===== src/rtl/jtag_tap_pkg.sv =====
// Shared TAP definitions: state encoding, opcodes,
// DR select enum and the 1149.1 next-state function.
package jtag_tap_pkg;

  typedef enum logic [3:0] {
    TLR    = 4'd0,
    RTI    = 4'd1,
    SEL_DR = 4'd2,
    CAP_DR = 4'd3,
    SH_DR  = 4'd4,
    EX1_DR = 4'd5,
    PAU_DR = 4'd6,
    EX2_DR = 4'd7,
    UPD_DR = 4'd8,
    SEL_IR = 4'd9,
    CAP_IR = 4'd10,
    SH_IR  = 4'd11,
    EX1_IR = 4'd12,
    PAU_IR = 4'd13,
    EX2_IR = 4'd14,
    UPD_IR = 4'd15
  } tap_state_t;

  typedef enum logic [1:0] {
    DR_BYPASS,
    DR_IDCODE,
    DR_USER
  } dr_sel_t;

  // Opcodes; every unlisted value (incl. all ones) is BYPASS
  localparam int OP_IDCODE = 1;
  localparam int OP_USER   = 2;

  function automatic tap_state_t next_state(
    input tap_state_t s,
    input logic       tms
  );
    tap_state_t n;
    case (s)
      TLR:     n = tms ? TLR    : RTI;
      RTI:     n = tms ? SEL_DR : RTI;
      SEL_DR:  n = tms ? SEL_IR : CAP_DR;
      CAP_DR:  n = tms ? EX1_DR : SH_DR;
      SH_DR:   n = tms ? EX1_DR : SH_DR;
      EX1_DR:  n = tms ? UPD_DR : PAU_DR;
      PAU_DR:  n = tms ? EX2_DR : PAU_DR;
      EX2_DR:  n = tms ? UPD_DR : SH_DR;
      UPD_DR:  n = tms ? SEL_DR : RTI;
      SEL_IR:  n = tms ? TLR    : CAP_IR;
      CAP_IR:  n = tms ? EX1_IR : SH_IR;
      SH_IR:   n = tms ? EX1_IR : SH_IR;
      EX1_IR:  n = tms ? UPD_IR : PAU_IR;
      PAU_IR:  n = tms ? EX2_IR : PAU_IR;
      EX2_IR:  n = tms ? UPD_IR : SH_IR;
      UPD_IR:  n = tms ? SEL_DR : RTI;
      default: n = TLR;
    endcase
    return n;
  endfunction

endpackage


===== src/rtl/jtag_tap_sync.sv =====
// Synchronizes tck/tms/tdi through one shared flop chain and
// derives single-clock tck rise/fall pulses from synced tck.
module jtag_tap_sync #(
  parameter int SYNC_STAGES = 2
) (
  input  logic clock,
  input  logic reset,
  input  logic tck_i,
  input  logic tms_i,
  input  logic tdi_i,
  output logic tck_rise_o,
  output logic tck_fall_o,
  output logic tms_s_o,
  output logic tdi_s_o
);

  // One packed chain keeps tms/tdi aligned with tck
  logic [SYNC_STAGES-1:0][2:0] chain_q;
  logic [2:0]                  last;
  logic                        tck_prev_q;

  always_ff @(posedge clock or posedge reset) begin
    if (reset) begin
      chain_q    <= '0;
      tck_prev_q <= 1'b0;
    end else begin
      chain_q    <= {chain_q[SYNC_STAGES-2:0],
                     {tck_i, tms_i, tdi_i}};
      tck_prev_q <= last[2];
    end
  end

  assign last       = chain_q[SYNC_STAGES-1];
  assign tck_rise_o =  last[2] & ~tck_prev_q;
  assign tck_fall_o = ~last[2] &  tck_prev_q;
  assign tms_s_o    = last[1];
  assign tdi_s_o    = last[0];

endmodule


===== src/rtl/jtag_tap_responder.sv =====
// IEEE 1149.1 TAP responder with IDCODE/BYPASS/USER DRs;
// tck is oversampled on clock, tdo moves on tck fall.
module jtag_tap_responder
  import jtag_tap_pkg::*;
#(
  parameter int          IR_WIDTH    = 4,
  parameter int          DR_WIDTH    = 32,
  parameter logic [31:0] IDCODE_VAL  = 32'h1A5E_A093,
  parameter int          SYNC_STAGES = 2
) (
  input  logic                clock,
  input  logic                reset,
  input  logic                tck,
  input  logic                tms,
  input  logic                tdi,
  output logic                tdo,
  output logic                tdo_en,
  output logic [3:0]          tap_state,
  output logic [IR_WIDTH-1:0] ir_value,
  output logic [DR_WIDTH-1:0] user_dr,
  output logic                user_dr_update
);

  // Shift register wide enough for IDCODE and USER
  localparam int SW = (DR_WIDTH > 32) ? DR_WIDTH : 32;

  localparam logic [IR_WIDTH-1:0] IR_IDCODE =
    IR_WIDTH'(OP_IDCODE);
  localparam logic [IR_WIDTH-1:0] IR_USER =
    IR_WIDTH'(OP_USER);

  logic tck_rise, tck_fall, tms_s, tdi_s;

  tap_state_t          state_q, state_d;
  logic [IR_WIDTH-1:0] ir_q, ir_d;
  logic [IR_WIDTH-1:0] ir_shift_q, ir_shift_d;
  logic [SW-1:0]       dr_shift_q, dr_shift_d;
  logic [DR_WIDTH-1:0] user_dr_q, user_dr_d;
  logic                upd_q, upd_d;
  logic                tdo_q, tdo_d;
  logic                tdo_en_q, tdo_en_d;
  dr_sel_t             dr_sel;

  jtag_tap_sync #(
    .SYNC_STAGES (SYNC_STAGES)
  ) u_sync (
    .clock      (clock),
    .reset      (reset),
    .tck_i      (tck),
    .tms_i      (tms),
    .tdi_i      (tdi),
    .tck_rise_o (tck_rise),
    .tck_fall_o (tck_fall),
    .tms_s_o    (tms_s),
    .tdi_s_o    (tdi_s)
  );

  // FSM: state register
  always_ff @(posedge clock or posedge reset) begin
    if (reset) state_q <= TLR;
    else       state_q <= state_d;
  end

  // FSM: next state, only on synced tck rise
  always_comb begin
    state_d = state_q;
    if (tck_rise) state_d = next_state(state_q, tms_s);
  end

  // FSM: output targets, registered on tck fall
  always_comb begin
    tdo_d    = 1'b0;
    tdo_en_d = 1'b0;
    case (state_q)
      SH_IR: begin
        tdo_d    = ir_shift_q[0];
        tdo_en_d = 1'b1;
      end
      SH_DR: begin
        tdo_d    = dr_shift_q[0];
        tdo_en_d = 1'b1;
      end
      default: ;
    endcase
  end

  always_ff @(posedge clock or posedge reset) begin
    if (reset) begin
      tdo_q    <= 1'b0;
      tdo_en_q <= 1'b0;
    end else if (tck_fall) begin
      tdo_q    <= tdo_d;
      tdo_en_q <= tdo_en_en_unused_guard(tdo_en_d);
    end
  end

  function automatic logic tdo_en_en_unused_guard(input logic v);
    return v;
  endfunction

  always_comb begin
    unique case (1'b1)
      (ir_q == IR_IDCODE): dr_sel = DR_IDCODE;
      (ir_q == IR_USER):   dr_sel = DR_USER;
      default:             dr_sel = DR_BYPASS;
    endcase
  end

  // Register actions fire on the rise leaving a state
  always_comb begin
    ir_d       = ir_q;
    ir_shift_d = ir_shift_q;
    dr_shift_d = dr_shift_q;
    user_dr_d  = user_dr_q;
    upd_d      = 1'b0;
    if (tck_rise) begin
      case (state_q)
        CAP_IR: ir_shift_d = IR_WIDTH'(1);
        SH_IR:  ir_shift_d = {tdi_s,
                              ir_shift_q[IR_WIDTH-1:1]};
        UPD_IR: ir_d = ir_shift_q;
        CAP_DR: begin
          case (dr_sel)
            DR_IDCODE: dr_shift_d = SW'(IDCODE_VAL);
            DR_USER:   dr_shift_d = SW'(user_dr_q);
            default:   dr_shift_d = '0;
          endcase
        end
        SH_DR: begin
          // tdi enters at the MSB of the selected length
          case (dr_sel)
            DR_IDCODE: begin
              dr_shift_d     = dr_shift_q >> 1;
              dr_shift_d[31] = tdi_s;
            end
            DR_USER: begin
              dr_shift_d               = dr_shift_q >> 1;
              dr_shift_d[DR_WIDTH-1]   = tdi_s;
            end
            default: begin
              dr_shift_d    = '0;
              dr_shift_d[0] = tdi_s;
            end
          endcase
        end
        UPD_DR: begin
          if (dr_sel == DR_USER) begin
            user_dr_d = dr_shift_q[DR_WIDTH-1:0];
            upd_d     = 1'b1;
          end
        end
        default: ;
      endcase
      if (state_d == TLR) ir_d = IR_IDCODE;
    end
  end

  always_ff @(posedge clock or posedge reset) begin
    if (reset) begin
      ir_q       <= IR_IDCODE;
      ir_shift_q <= '0;
      dr_shift_q <= '0;
      user_dr_q  <= '0;
      upd_q      <= 1'b0;
    end else begin
      ir_q       <= ir_d;
      ir_shift_q <= ir_shift_d;
      dr_shift_q <= dr_shift_d;
      user_dr_q  <= user_dr_d;
      upd_q      <= upd_d;
    end
  end

  assign tdo            = tdo_q;
  assign tdo_en         = tdo_en_q;
  assign tap_state      = state_q;
  assign ir_value       = ir_q;
  assign user_dr        = user_dr_q;
  assign user_dr_update = upd_q;

endmodule

===== config.mk =====
export PLATFORM = sky130hd
export DESIGN_NAME = jtag_tap_responder
export DESIGN_NICKNAME = d
export VERILOG_FILES = /design/src/rtl/jtag_tap_pkg.sv /design/src/rtl/jtag_tap_sync.sv /design/src/rtl/jtag_tap_responder.sv
export SDC_FILE = /design/constraint.sdc
export NUM_CORES = 1
export LEC_CHECK = 0
export ABC_AREA = 1
export CORE_MARGIN = 2
export CORE_UTILIZATION = 25
export DETAILED_ROUTE_END_ITERATION = 6
export PLACE_DENSITY = 0.46
export SYNTH_ARGS = -nofsm -noshare
export SYNTH_HDL_FRONTEND = slang
export SYNTH_SLANG_ARGS = --single-unit

===== constraint.sdc =====
create_clock -name clock -period 3.1 [get_ports clock]
set_input_delay 0.465 -clock clock [delete_from_list [all_inputs] [get_ports clock]]
set_output_delay 0.465 -clock clock [all_outputs]
set_load 0.005 [all_outputs]

==> flow_summary.toml <==
[floorplanning]
dieArea_mm2 = 0.01660
num_rows = 45
start_util_pct = 25.64
core_area_mm2 = 0.01520
die_h_um = 128.9
io_pins = 48
die_w_um = 128.9

[layout]
antennaDiodeCount = 0
drive_gt1_share_pct = 6.796
final_net_count = 518
post-route-util_pct = 31.85
multi_input_area_mm2 = 0.001399
syn2layout_area_growth_pct = 24.24
regArea_mm2 = 0.002153
fin_cells = 703
nFillCells = 1604

[setup_path]
slowest_stage = "dfrtp_1"
crit_family = "simple AND/OR/NAND/NOR gates"
critPathLaunch = "tap_state[0]"
crit_fanout = 52
crit_type = "reg -> reg"
endpoint_kind = "flip-flop"
critPathCapture = "dr_shift_q[7]"
rrSetupSlack_ns = 0.86
r2r-end = "dr_shift_q[7]"
worstSetupPathDepth = 7
crit_buf_inv = 2
timing.rr.start = "tap_state[0]"
slowest_delay_ns = 0.62
critPathRequiredTime_ns = 3.31
arrival_ns = 2.45
worstSetupStartpointType = "flip-flop"
crit_chain = "nor2_2 -> nand2_4 -> buf_4 -> inv_2 -> or2_1 -> a21oi_1 -> o22ai_1"
rr_worst_depth = 7

[synth]
synth_xor_area_share_pct = 0
synthSimpleGateAreaFrac_pct = 17.78
synth_top_area_cell = "dfrtp_1"
async_reset_ff_share_pct = 100.0
synth_ff_type = "dfrtp_1"
ys_ff_latch = 86
netlist_instances = 470
synthTopCellsByCount = "114 x nand2_1, 85 x dfrtp_1, 66 x o21ai_0, 61 x inv_1, 26 x o21ai_1"
ys_top_cells_by_area = "dfrtp_1 55%, nand2_1 11%, o21ai_0 8.5%"
synth_compound_area_share_pct = 17.46
synth.distinct_cells = 27
synth_top_area_share_pct = 54.57
syn-cell-area_mm2 = 0.003897
synth_most_common_cell = "nand2_1"
avgSynthCellArea_um2 = 8.293
ys_warn_count = 0
synthMuxAreaShare_pct = 0
syn_nets = 477
synth_top_family_by_area = "simple AND/OR/NAND/NOR gates"
synth-adder-area-share_pct = 0.6421
synth_edf_count = 0
synth-seq-area-share_pct = 55.25

[timing]
tns_ns = 0
finalHoldViolations = 0
fin_crit_ns = 2.242
slew_viol_final = 0
setup_viol = 0
rsz0062_at_grt = "false"
slew_headroom_pct = 61.29
fmaxAchievable_ghz = 0.4459
worst_pin_slew_ns = 0.5800
finClkSkew_ns = 0.01254
fin_crit_sh_pct = 72.34

[detailed_routing]
postRouteAntennaNets = 0
wl_per_cell_um = 13.97
routed_via_density = 4.546
drc = 0
first_pass_iters = 4
drt_iter0_drc = 211
vias = 3196
routed_wl_um = 9818

[place]
port_buffers = 47
dp_cells = 688
place.gp.congestion = 0.8288
dp_hpwl_um = 6508

[global_route]
globalRouteOverflowTotal = 0
grt_pass1_vias = 3117
grt_usage_pct = 12.42
grt_max_degree = 87
grt_pass1_wl_um = 16150
antenna_found_initial = 0

[power]
p_int_mw = 2.180
power_density_mw_per_mm2 = 669.3
power_frac_clock_pct = 32.3
power_switching_mw = 1.061
p_seq_share_pct = 43.4
switching_share_pct = 32.74
peakVddDrop_v = 0.0002588
pwr-share-comb_pct = 24.3
p_leak_nw = 2.240

[outcome]
status = "complete, no violations"

[cts]
cts_sinks = 86
numCtsBuffers = 9
post-cts-setup-buffers = 0
path_clk_slew_ns = 0.06
cts_resized = 0
cts-root-buf = "clkbuf_16"
clk_latency_ns = 0.34
cts_tree = "yes"
cts_buffer_depth = 2
hold_buffers = 0
h-tree-depth = 3

[run]
max_cap_violations = 0

[hold_path]
hold_class = "reg -> reg"
## cell type report
| cell class | count | area share, % |
|---|---|---|
| clock inverters | 4 | 1.008 |
| multi-input cells | 295 | 28.89 |
| flip-flops and latches | 86 | 44.47 |
| inverters | 67 | 5.220 |
| clock buffers | 11 | 4.806 |
| repair buffers | 52 | 10.75 |
| well taps | 188 | 4.858 |
## worst min-delay path by stage
stage | start | slack [ns] | endpoint | cells after the start
CTS | u_sync.chain_q[0] | 0.36 | u_sync.last[0] | 0
global route | u_sync.chain_q[0] | 0.37 | u_sync.last[0] | 0
global placement | u_sync.chain_q[0] | 0.34 | u_sync.last[0] | 0
detailed placement | u_sync.chain_q[1] | 0.34 | u_sync.last[1] | 0
finish | u_sync.chain_q[0] | 0.35 | u_sync.last[0] | 0
floorplan | u_sync.chain_q[0] | 0.33 | u_sync.last[0] | 0
## cell usage in the layout (no fill, tap or decap), types with 2 or more instances in the layout
cell             Yosys  final
nand2_1            114    114
dfrtp_1             85     85
o21ai_0             66     66
inv_1               61     60
clkdlybuf4s50_1      0     47
o21ai_1             26     26
nor2_1              25     25
o22ai_1             24     24
nand3_1              9      9
clkbuf_16            0      9
a21oi_1              8      8
inv_2                6      6
nand4_1              4      4
buf_4                0      4
nor3_1               3      3
nand2_2              3      3
clkinv_2             0      3
nor2_2               2      2
ha_1                 2      2
clkbuf_1            13      2
## through the flow
step | worst slack, ns | power, mW | hold slack [ns] | cell area, µm²
after floorplan | 0.4148 | 1.973 | 0.3312 | 3897
after global placement | 0.8303 | 2.207 | 0.3354 | 4561
after detailed placement | 0.8510 | 2.215 | 0.3355 | 4561
after CTS | 0.8420 | 3.275 | 0.3562 | 4842
after global routing | 0.6267 | 3.459 | 0.3732 | 4842
final | 0.8576 | 3.241 | 0.3529 | 4842
## per-layer routing
metal  global-route usage (%)  vias to the layer above  share of wire [%]
met2                    18.95                       62                 46
met5                        0                        -                  0
met3                    2.786                        9                3.5
met4                    4.348                        0                1.4
met1                    17.39                     1526                 50
li1                         -                     1599                  -
## state kept, by name, summed over array words and instances, names as in the netlist
register           flops
tap_state              4
u_sync.tck_prev_q      1
dr_shift_q            32
ir_shift_q             4
ir_value               4
u_sync.chain_q         3
tdo_en                 1
user_dr_update         1
user_dr               32
u_sync.last            3
tdo                    1
## power by group through the flow
stage	clock network (mW)	registers, mW	logic, mW
floorplan	0	1.37	0.600
CTS	1.07	1.41	0.792
finish	1.05	1.41	0.788
detailed placement	0	1.43	0.788
global route	1.13	1.43	0.895
global placement	0	1.43	0.782
## worst reg2reg max path, cell delays in order, from the launching register on
cell     delay (ns)
dfrtp_1        0.62
nor2_2         0.13
nand2_4        0.10
buf_4          0.40
inv_2          0.08
or2_1          0.43
a21oi_1        0.25
o22ai_1        0.12
## cells by family (layout without fill, tap and decap cells)
group           count (synthesis)  after routing
fa+ha+maj                       2              2
simple gates                  165            165
flops                          86             86
compound gates                128            128
buf+inv                        89            134
Note: power is estimated with default switching activity, not from simulation.
